===== src/rtl/crtc_mode_loader.sv =====
// Loads a video mode from the mode table ROM into the CRTC register bank:
// timing regs 0-9, then N PLL entries (regs 12/10/11 + trigger on reg 13).
module crtc_mode_loader #(
   parameter int unsigned NUM_MODES = 8,
   parameter int unsigned GUARD     = 2,
   parameter int unsigned TIMEOUT   = 65535
) (
   input  logic        clk,
   input  logic        reset,
   input  logic        start,
   input  logic [2:0]  mode,
   output logic        busy,
   output logic        done,
   output logic        error,
   output logic [7:0]  rom_addr,
   input  logic [15:0] rom_data,
   output logic [1:0]  crtc_wr,
   output logic [3:0]  crtc_addr,
   output logic [15:0] crtc_din,
   input  logic [15:0] crtc_dout
);

   typedef enum logic [3:0] {
      S_IDLE, S_TIMING, S_COUNT, S_PLL_WORDS, S_PRE_POLL,
      S_TRIG, S_GUARD, S_POLL, S_DONE
   } state_t;

   localparam logic [15:0] LP_TMO_LAST   = 16'(TIMEOUT - 1);
   localparam logic [15:0] LP_GUARD_LAST = 16'(GUARD - 1);
   localparam logic        LP_HAS_GUARD  = (GUARD != 0);

   state_t      r_state, w_state_nxt;
   logic [2:0]  r_mode,  w_mode_nxt;
   logic [4:0]  r_off,   w_off_nxt;
   logic [3:0]  r_cnt,   w_cnt_nxt;
   logic [2:0]  r_n,     w_n_nxt;
   logic [2:0]  r_k,     w_k_nxt;
   logic [15:0] r_tmo,   w_tmo_nxt;
   logic        r_err,   w_err_nxt;

   logic w_pll_busy;
   logic w_mode_ok;
   logic w_unused;

   assign w_pll_busy = crtc_dout[0];
   assign w_unused   = ^crtc_dout[15:1];
   assign w_mode_ok  = (32'(mode) < NUM_MODES);

   assign rom_addr = {r_mode, r_off};
   assign busy     = (r_state != S_IDLE) && (r_state != S_DONE);
   assign done     = (r_state == S_DONE);
   assign error    = r_err;

   always_ff @(posedge clk or posedge reset) begin
      if (reset) begin
         r_state <= S_IDLE;
         r_mode  <= '0;
         r_off   <= '0;
         r_cnt   <= '0;
         r_n     <= '0;
         r_k     <= '0;
         r_tmo   <= '0;
         r_err   <= 1'b0;
      end else begin
         r_state <= w_state_nxt;
         r_mode  <= w_mode_nxt;
         r_off   <= w_off_nxt;
         r_cnt   <= w_cnt_nxt;
         r_n     <= w_n_nxt;
         r_k     <= w_k_nxt;
         r_tmo   <= w_tmo_nxt;
         r_err   <= w_err_nxt;
      end
   end

   always_comb begin
      w_state_nxt = r_state;
      w_mode_nxt  = r_mode;
      w_off_nxt   = r_off;
      w_cnt_nxt   = r_cnt;
      w_n_nxt     = r_n;
      w_k_nxt     = r_k;
      w_tmo_nxt   = r_tmo;
      w_err_nxt   = r_err;
      crtc_wr     = '0;
      crtc_addr   = '0;
      crtc_din    = '0;

      case (r_state)
         S_IDLE: begin
            if (start && w_mode_ok) begin
               w_mode_nxt  = mode;
               w_off_nxt   = '0;
               w_cnt_nxt   = '0;
               w_err_nxt   = 1'b0;
               w_state_nxt = S_TIMING;
            end
         end

         // r_cnt is the fetch slot; the write lags one slot behind the ROM latency
         S_TIMING: begin
            if (r_cnt != 4'd0) begin
               crtc_wr   = 2'b11;
               crtc_addr = r_cnt - 4'd1;
               crtc_din  = rom_data;
            end
            if (r_cnt < 4'd10) w_off_nxt = r_off + 5'd1;
            if (r_cnt == 4'd10) w_state_nxt = S_COUNT;
            else                w_cnt_nxt   = r_cnt + 4'd1;
         end

         S_COUNT: begin
            w_n_nxt = rom_data[2:0];
            w_k_nxt = '0;
            if (rom_data[2:0] == 3'd0) begin
               w_state_nxt = S_DONE;
            end else begin
               w_off_nxt   = 5'd11;
               w_cnt_nxt   = '0;
               w_state_nxt = S_PLL_WORDS;
            end
         end

         S_PLL_WORDS: begin
            case (r_cnt)
               4'd1:    begin crtc_wr = 2'b11; crtc_addr = 4'd12; crtc_din = rom_data; end
               4'd2:    begin crtc_wr = 2'b11; crtc_addr = 4'd10; crtc_din = rom_data; end
               4'd3:    begin crtc_wr = 2'b11; crtc_addr = 4'd11; crtc_din = rom_data; end
               default: ;
            endcase
            if (r_cnt < 4'd2) w_off_nxt = r_off + 5'd1;
            if (r_cnt == 4'd3) begin
               w_tmo_nxt   = '0;
               w_state_nxt = S_PRE_POLL;
            end else begin
               w_cnt_nxt   = r_cnt + 4'd1;
            end
         end

         S_PRE_POLL: begin
            crtc_addr = 4'd13;
            if (!w_pll_busy) begin
               w_state_nxt = S_TRIG;
            end else if (r_tmo == LP_TMO_LAST) begin
               w_err_nxt   = 1'b1;
               w_state_nxt = S_DONE;
            end else begin
               w_tmo_nxt   = r_tmo + 16'd1;
            end
         end

         S_TRIG: begin
            crtc_wr     = 2'b01;
            crtc_addr   = 4'd13;
            w_tmo_nxt   = '0;
            w_state_nxt = LP_HAS_GUARD ? S_GUARD : S_POLL;
         end

         // the timeout counter doubles as the guard counter; it is cleared again for POLL
         S_GUARD: begin
            if (r_tmo == LP_GUARD_LAST) begin
               w_tmo_nxt   = '0;
               w_state_nxt = S_POLL;
            end else begin
               w_tmo_nxt   = r_tmo + 16'd1;
            end
         end

         S_POLL: begin
            crtc_addr = 4'd13;
            if (!w_pll_busy) begin
               if (r_k == r_n - 3'd1) begin
                  w_state_nxt = S_DONE;
               end else begin
                  w_k_nxt     = r_k + 3'd1;
                  w_off_nxt   = r_off + 5'd1;
                  w_cnt_nxt   = '0;
                  w_state_nxt = S_PLL_WORDS;
               end
            end else if (r_tmo == LP_TMO_LAST) begin
               w_err_nxt   = 1'b1;
               w_state_nxt = S_DONE;
            end else begin
               w_tmo_nxt   = r_tmo + 16'd1;
            end
         end

         S_DONE:  w_state_nxt = S_IDLE;
         default: w_state_nxt = S_IDLE;
      endcase
   end

endmodule


===== config.mk =====
export PLATFORM = sky130hd
export DESIGN_NAME = crtc_mode_loader
export DESIGN_NICKNAME = d
export VERILOG_FILES = /design/src/rtl/crtc_mode_loader.sv
export SDC_FILE = /design/constraint.sdc
export NUM_CORES = 1
export LEC_CHECK = 0
export ABC_AREA = 1
export BUFFER_PORTS_ARGS = -buffer_cell sky130_fd_sc_hd__buf_2
export CORE_MARGIN = 2
export CORE_UTILIZATION = 40
export DETAILED_ROUTE_END_ITERATION = 10
export GPL_TIMING_DRIVEN = 1
export SETUP_SLACK_MARGIN = 0.4
export SKIP_LAST_GASP = 1
export SLEW_MARGIN = 10
export SYNTH_ARGS = -nofsm -noshare
export SYNTH_HDL_FRONTEND = slang
export SYNTH_SLANG_ARGS = --single-unit

===== constraint.sdc =====
create_clock -name clk -period 2.2 [get_ports clk]
set_input_delay 0.11 -clock clk [delete_from_list [all_inputs] [get_ports clk]]
set_output_delay 0.11 -clock clk [all_outputs]
set_load 0.05 [all_outputs]

After elaboration in Yosys (flattened, before gate mapping)
Cells that the tools add are included.

Latch bits: 0. Bits in writable memories: 0. Input port bits: 38. Output and inout bits: 33. Word-level logic and storage cells: 110. Memory bits (read-only): 0. Memories: 0. Bits in registers: 39.

Div/mod/pow operators: 0. Bitwise logic cells: 0. $lt $le $gt $ge: 2. Equal/unequal tests: 30. Multipliers: 0. Reductions and logical operators: 19. Multiplexer cells: 45. $add $sub $neg: 6. Shifts and indexed selects: 0.

Operator list (number): $mux W16 (6); $mux W4 (16); $pmux W16 S4 (1); $pmux W16 S2 (1); $pmux W4 S8 (1); $mux W5 (6); $pmux W5 S5 (1); $ne A2 B2 Y1 const B (12); $pmux W4 S3 (2); $pmux W4 S5 (1); $add A16 B1 Y16 const B (1); $eq A16 B1 Y1 const B (1); $eq A16 B16 Y1 const B (1); $eq A4 B2 Y1 const B (4); $eq A4 B3 Y1 const B (4); $reduce_and A7 Y1 (2); $reduce_and A4 Y1 (3); $reduce_bool A4 Y1 (3); $eq A4 B1 Y1 const B (2); $eq A4 B4 Y1 const B (2); $mux W3 (2); $pmux W2 S3 (1); $pmux W3 S2 (1); $reduce_or A3 Y1 (2); other kinds (21) (26).

Depth between registers and ports, before layout
Depth in word-level cells: 5. Gate-level depth with buffers: 14. Mapped depth without buffers: 14.

Worst setup path after synthesis
OpenSTA, ideal clock, no wires.

Kind: register to output. Start point: reg r_cnt[2]. End point: out crtc_addr[2]. Arrival: 2549 ps. Cell stages (with the launch flop): 5. Path buffers: 1. Slack: -459 ps. Cell sequence: dfrtp_1 > clkbuf_2 > nor2_4 > nand2_1 > o311ai_0.

Cells in the longest elaborated chain, start to end: 3. Elaborated cells on any way between the ends: 8. Those cells by class: add/sub: 1; eq/ne: 3; mux: 3; reduce/logical: 1.

RTL lines: start: declaration (line 35) `logic [3:0] r_cnt, w_cnt_nxt;`; start signal: assignment (line 68) `r_cnt <= w_cnt_nxt;`; $sub A4 B1 Y4 (tied with other cells) (line 104) `crtc_addr = r_cnt - 4'd1;`; $mux W4 / $pmux W4 S3 (equally long branches) (line 102, 125); $pmux W4 S3 (*) (line 89) `case (r_state)`; end: declaration (line 18) `output logic [3:0] crtc_addr,`.

Every way passes the cells marked *; elsewhere a longest branch is shown, timed or not.

Final worst setup path
Start point: reg r_cnt[1]. End point: out crtc_din[13].

Cells in the longest elaborated chain, start to end: 4. Elaborated cells on any way between the ends: 8. Those cells by class: eq/ne: 3; mux: 3; reduce/logical: 2.

RTL lines: $eq A4 B2 Y1 / $eq A4 B1 Y1 (equally long branches) (line 125) `case (r_cnt)`; $reduce_or A3 Y1 (no source line); $mux W16 (line 125); $pmux W16 S2 (*) (line 89); end: declaration (line 19) `output logic [15:0] crtc_din,`.

Marked as above.

==> metrics.txt <==
outcome=finished, final reports clean; max-capacitance violation count=0; Worst Setup Slack post-DPL=0.391 ns; final wirelength=8120 um; fin crit period=1.84 ns; x dimension of the die=90.9 um; number of rows created at floorplan=31; final worst path period share=83.9%; setup TNS after final layout=0 ns; Post-Syn Nets=485; final number of hold-violating endpoints=0; remaining global-route overflow=0; number of distinct library cells after synthesis=39; starting utilization of the core area=41.5%; Hold Path Origin=mode[1]; num ports=71; area of the die=8270 um^2; FF+latch count, synth=39; Ys Warns=0; setup repair after global routing missed its margin=yes; mean instance size in the synthesized netlist=6.92 um^2; H-tree levels=2; proportion of synthesized chip area in sequential cells=32.3%; maximum root-to-sink buffer count=2; largest clock skew in the final design=0.00635 ns; Skew-Pair Late Insertion Delay=0.29 ns; Arr. time, crit path=1.73 ns; Crit. Startpoint=r_cnt[1]; Max Transition Viols Final=0; count of antenna-violating nets left after detailed routing=0; drt wl/cell=13.1 um; maximum net fanout on the critical path=8; fmax=0.542 GHz; synthesis-to-finish area growth=35.1%; total CTS buffers=5; Worst Path Required=2.09 ns; share of post-route cells with drive strength above 1=33.1%; Post-Synthesis Cells=437; number of global-route vias before repair=2832; Critical Path Sink Type=output port; total global-route track usage=19.5%; routability cong.=0.894; pin count of the biggest net entering global routing=40; power density of the placed cells=1170 nW/um^2; clock tree root driver cell=sky130_fd_sc_hd__clkbuf_8; Antenna Diode Count=0; clock tree from TritonCTS=built; DRC Markers=0; number of nets in the layout=566; first-pass detailed-route iteration total=4; total leakage power=1.99 nW; Tightest Hold Check Type=input pin to flip-flop; total core area=7290 um^2; initial antenna violation count=0; Reg2Reg Setup Slack=0.49 ns; number of endpoints failing setup at the final stage=0; post-DP HPWL=5450 um; nature of the critical path startpoint=flip-flop; Max rail drop VDD=551 uV; number of vias in the routed layout=3030; slew of the pin with the lowest slew margin=0.510 ns; TritonCTS sink count=39; number of design-rule violations left by the first detailed-router iteration=147; Worst slew margin=66.0%; global-route wire length before repair=13400 um; critical register-to-register path startpoint=r_state[0]; crit path setup slack, layout=0.355 ns; number of buffers inserted by port buffering=55; classification of the worst setup path=flip-flop to output port; post-detailed-route via-to-cell ratio=4.90; vertical die dimension=90.9 um; area of the mapped netlist=3020 um^2; register clock-pin slew on the reported worst setup and hold paths=0.08 ns
[placed cells by master, fill, tap and decap left out, drive strengths merged, types with 8 or more instances in the layout]
master  netlist  routed
a21oi        16      16
buf           6      76
clkbuf        1       8
dfrtp        39      39
ha           10      10
inv          60      63
nand2       132     133
nand3        24      24
nor2         64      64
o21ai        35      35
xor2         13      13
[per-stage QoR]
stage | cells | util (%) | area (um^2) | hold WS (ns) | power, mW
2_1_floorplan | 437 | - | 3160 | 0.231 | 3.24
3_3_place_gp | 588 | 48.4 | 3530 | 0.269 | 3.69
3_5_place_dp | 588 | 48.4 | 3530 | 0.276 | 3.72
4_1_cts | 610 | 54.1 | 3940 | 0.0370 | 4.59
5_1_grt | 618 | 56.0 | 4080 | 0.0405 | 5.13
6_report | 618 | 56.0 | 4080 | 0.0441 | 4.79
[where the power goes]
part	switching, mW	internal [mW]	total (mW)
clock	0.270	0.223	0.493
combinational	2.19	1.05	3.23
sequential	0.184	0.879	1.06
total	2.64	2.15	4.79
[flip-flops by register name (all words and copies together), names as in the netlist]
signal,count
error,1
r_state,4
r_off,5
r_mode,3
r_cnt,4
r_tmo,16
r_n,3
r_k,3
[critical path: stages, from the launching register on]
cell                      delay, ns
sky130_fd_sc_hd__dfrtp_2       0.48
sky130_fd_sc_hd__inv_4         0.11
sky130_fd_sc_hd__ha_4          0.13
sky130_fd_sc_hd__nand2_2       0.06
sky130_fd_sc_hd__nand3_2       0.10
sky130_fd_sc_hd__nand2_4       0.08
sky130_fd_sc_hd__nand2_8       0.14
sky130_fd_sc_hd__inv_12        0.07
sky130_fd_sc_hd__nor2_4        0.10
sky130_fd_sc_hd__buf_6         0.16
[metal layers]
metal / routed length [um] / GRT usage (%) / share of wire, %
met1: 3720 / 25.6 / 46
met2: 3940 / 33.3 / 49
met3: 366 / 3.65 / 4.5
met4: 89 / 4.17 / 1.1
met5: 0 / 0 / 0
[repair_timing]
item	in CTS	in global routing
pin swaps	10	10
gates cloned	2	1
hold endpoints to repair	39	0
buffers inserted	11	7
endpoints found under the setup margin	22	45
resized for setup	66	27
hold buffers	1	0
[final timing paths]
kind	to	cells past startpoint
worst max-delay path	crtc_din[13]	9
worst min-delay path	r_mode[1]	2
worst max register to register	r_tmo[0]	10
worst min register to register	error	2
max in group asynchronous	r_cnt[0]	4
min in group asynchronous	r_k[0]	4
[cells in the mapped netlist, drive strengths merged]
| library cell | count | area share [%] |
|---|---|---|
| nand3b | 4 | 0.99 |
| nand4 | 5 | 1.0 |
| mux2 | 3 | 1.1 |
| o21bai | 2 | 0.50 |
| a21boi | 1 | 0.25 |
| dfrtp | 39 | 32 |
| or2 | 2 | 0.41 |
| ha | 10 | 4.1 |
| clkbuf | 1 | 0.17 |
| xnor2 | 3 | 0.87 |
| nand2 | 132 | 18 |
| nor2 | 64 | 10 |
| xor2 | 13 | 3.8 |
| o211ai | 6 | 1.5 |
| inv | 60 | 7.7 |
| nor3 | 6 | 1.2 |
| a21oi | 16 | 2.6 |
| o311ai | 1 | 0.29 |
| clkinv | 1 | 0.12 |
| nand3 | 24 | 4.0 |
| o21ai | 35 | 6.3 |
| buf | 6 | 1.7 |
| a31o | 1 | 0.29 |
| and3 | 1 | 0.21 |
| o221ai | 1 | 0.29 |
[cell families after synthesis]
logic type / after synthesis / synth area share [%]
and+or+nand+nor: 238 / 36.1
muxes: 3 / 1.12
DFF: 39 / 32.3
adders and majority gates: 10 / 4.14
buffers and inverters: 68 / 9.73
AOI/OAI and AO/OA: 63 / 12.0
xor gates and xnor gates: 16 / 4.64
[layout make-up]
type | count | area (um^2)
multi-input combinational | 331 | 2040
timing repair inverter | 2 | 25.0
fill | 685 | 3210
clock inverter | 1 | 5.00
inverter | 61 | 259
tap | 99 | 124
clock buffer | 7 | 76.3
timing repair buffer | 78 | 567
sequential | 39 | 986
No activity file was read; power rests on OpenSTA's default activity.
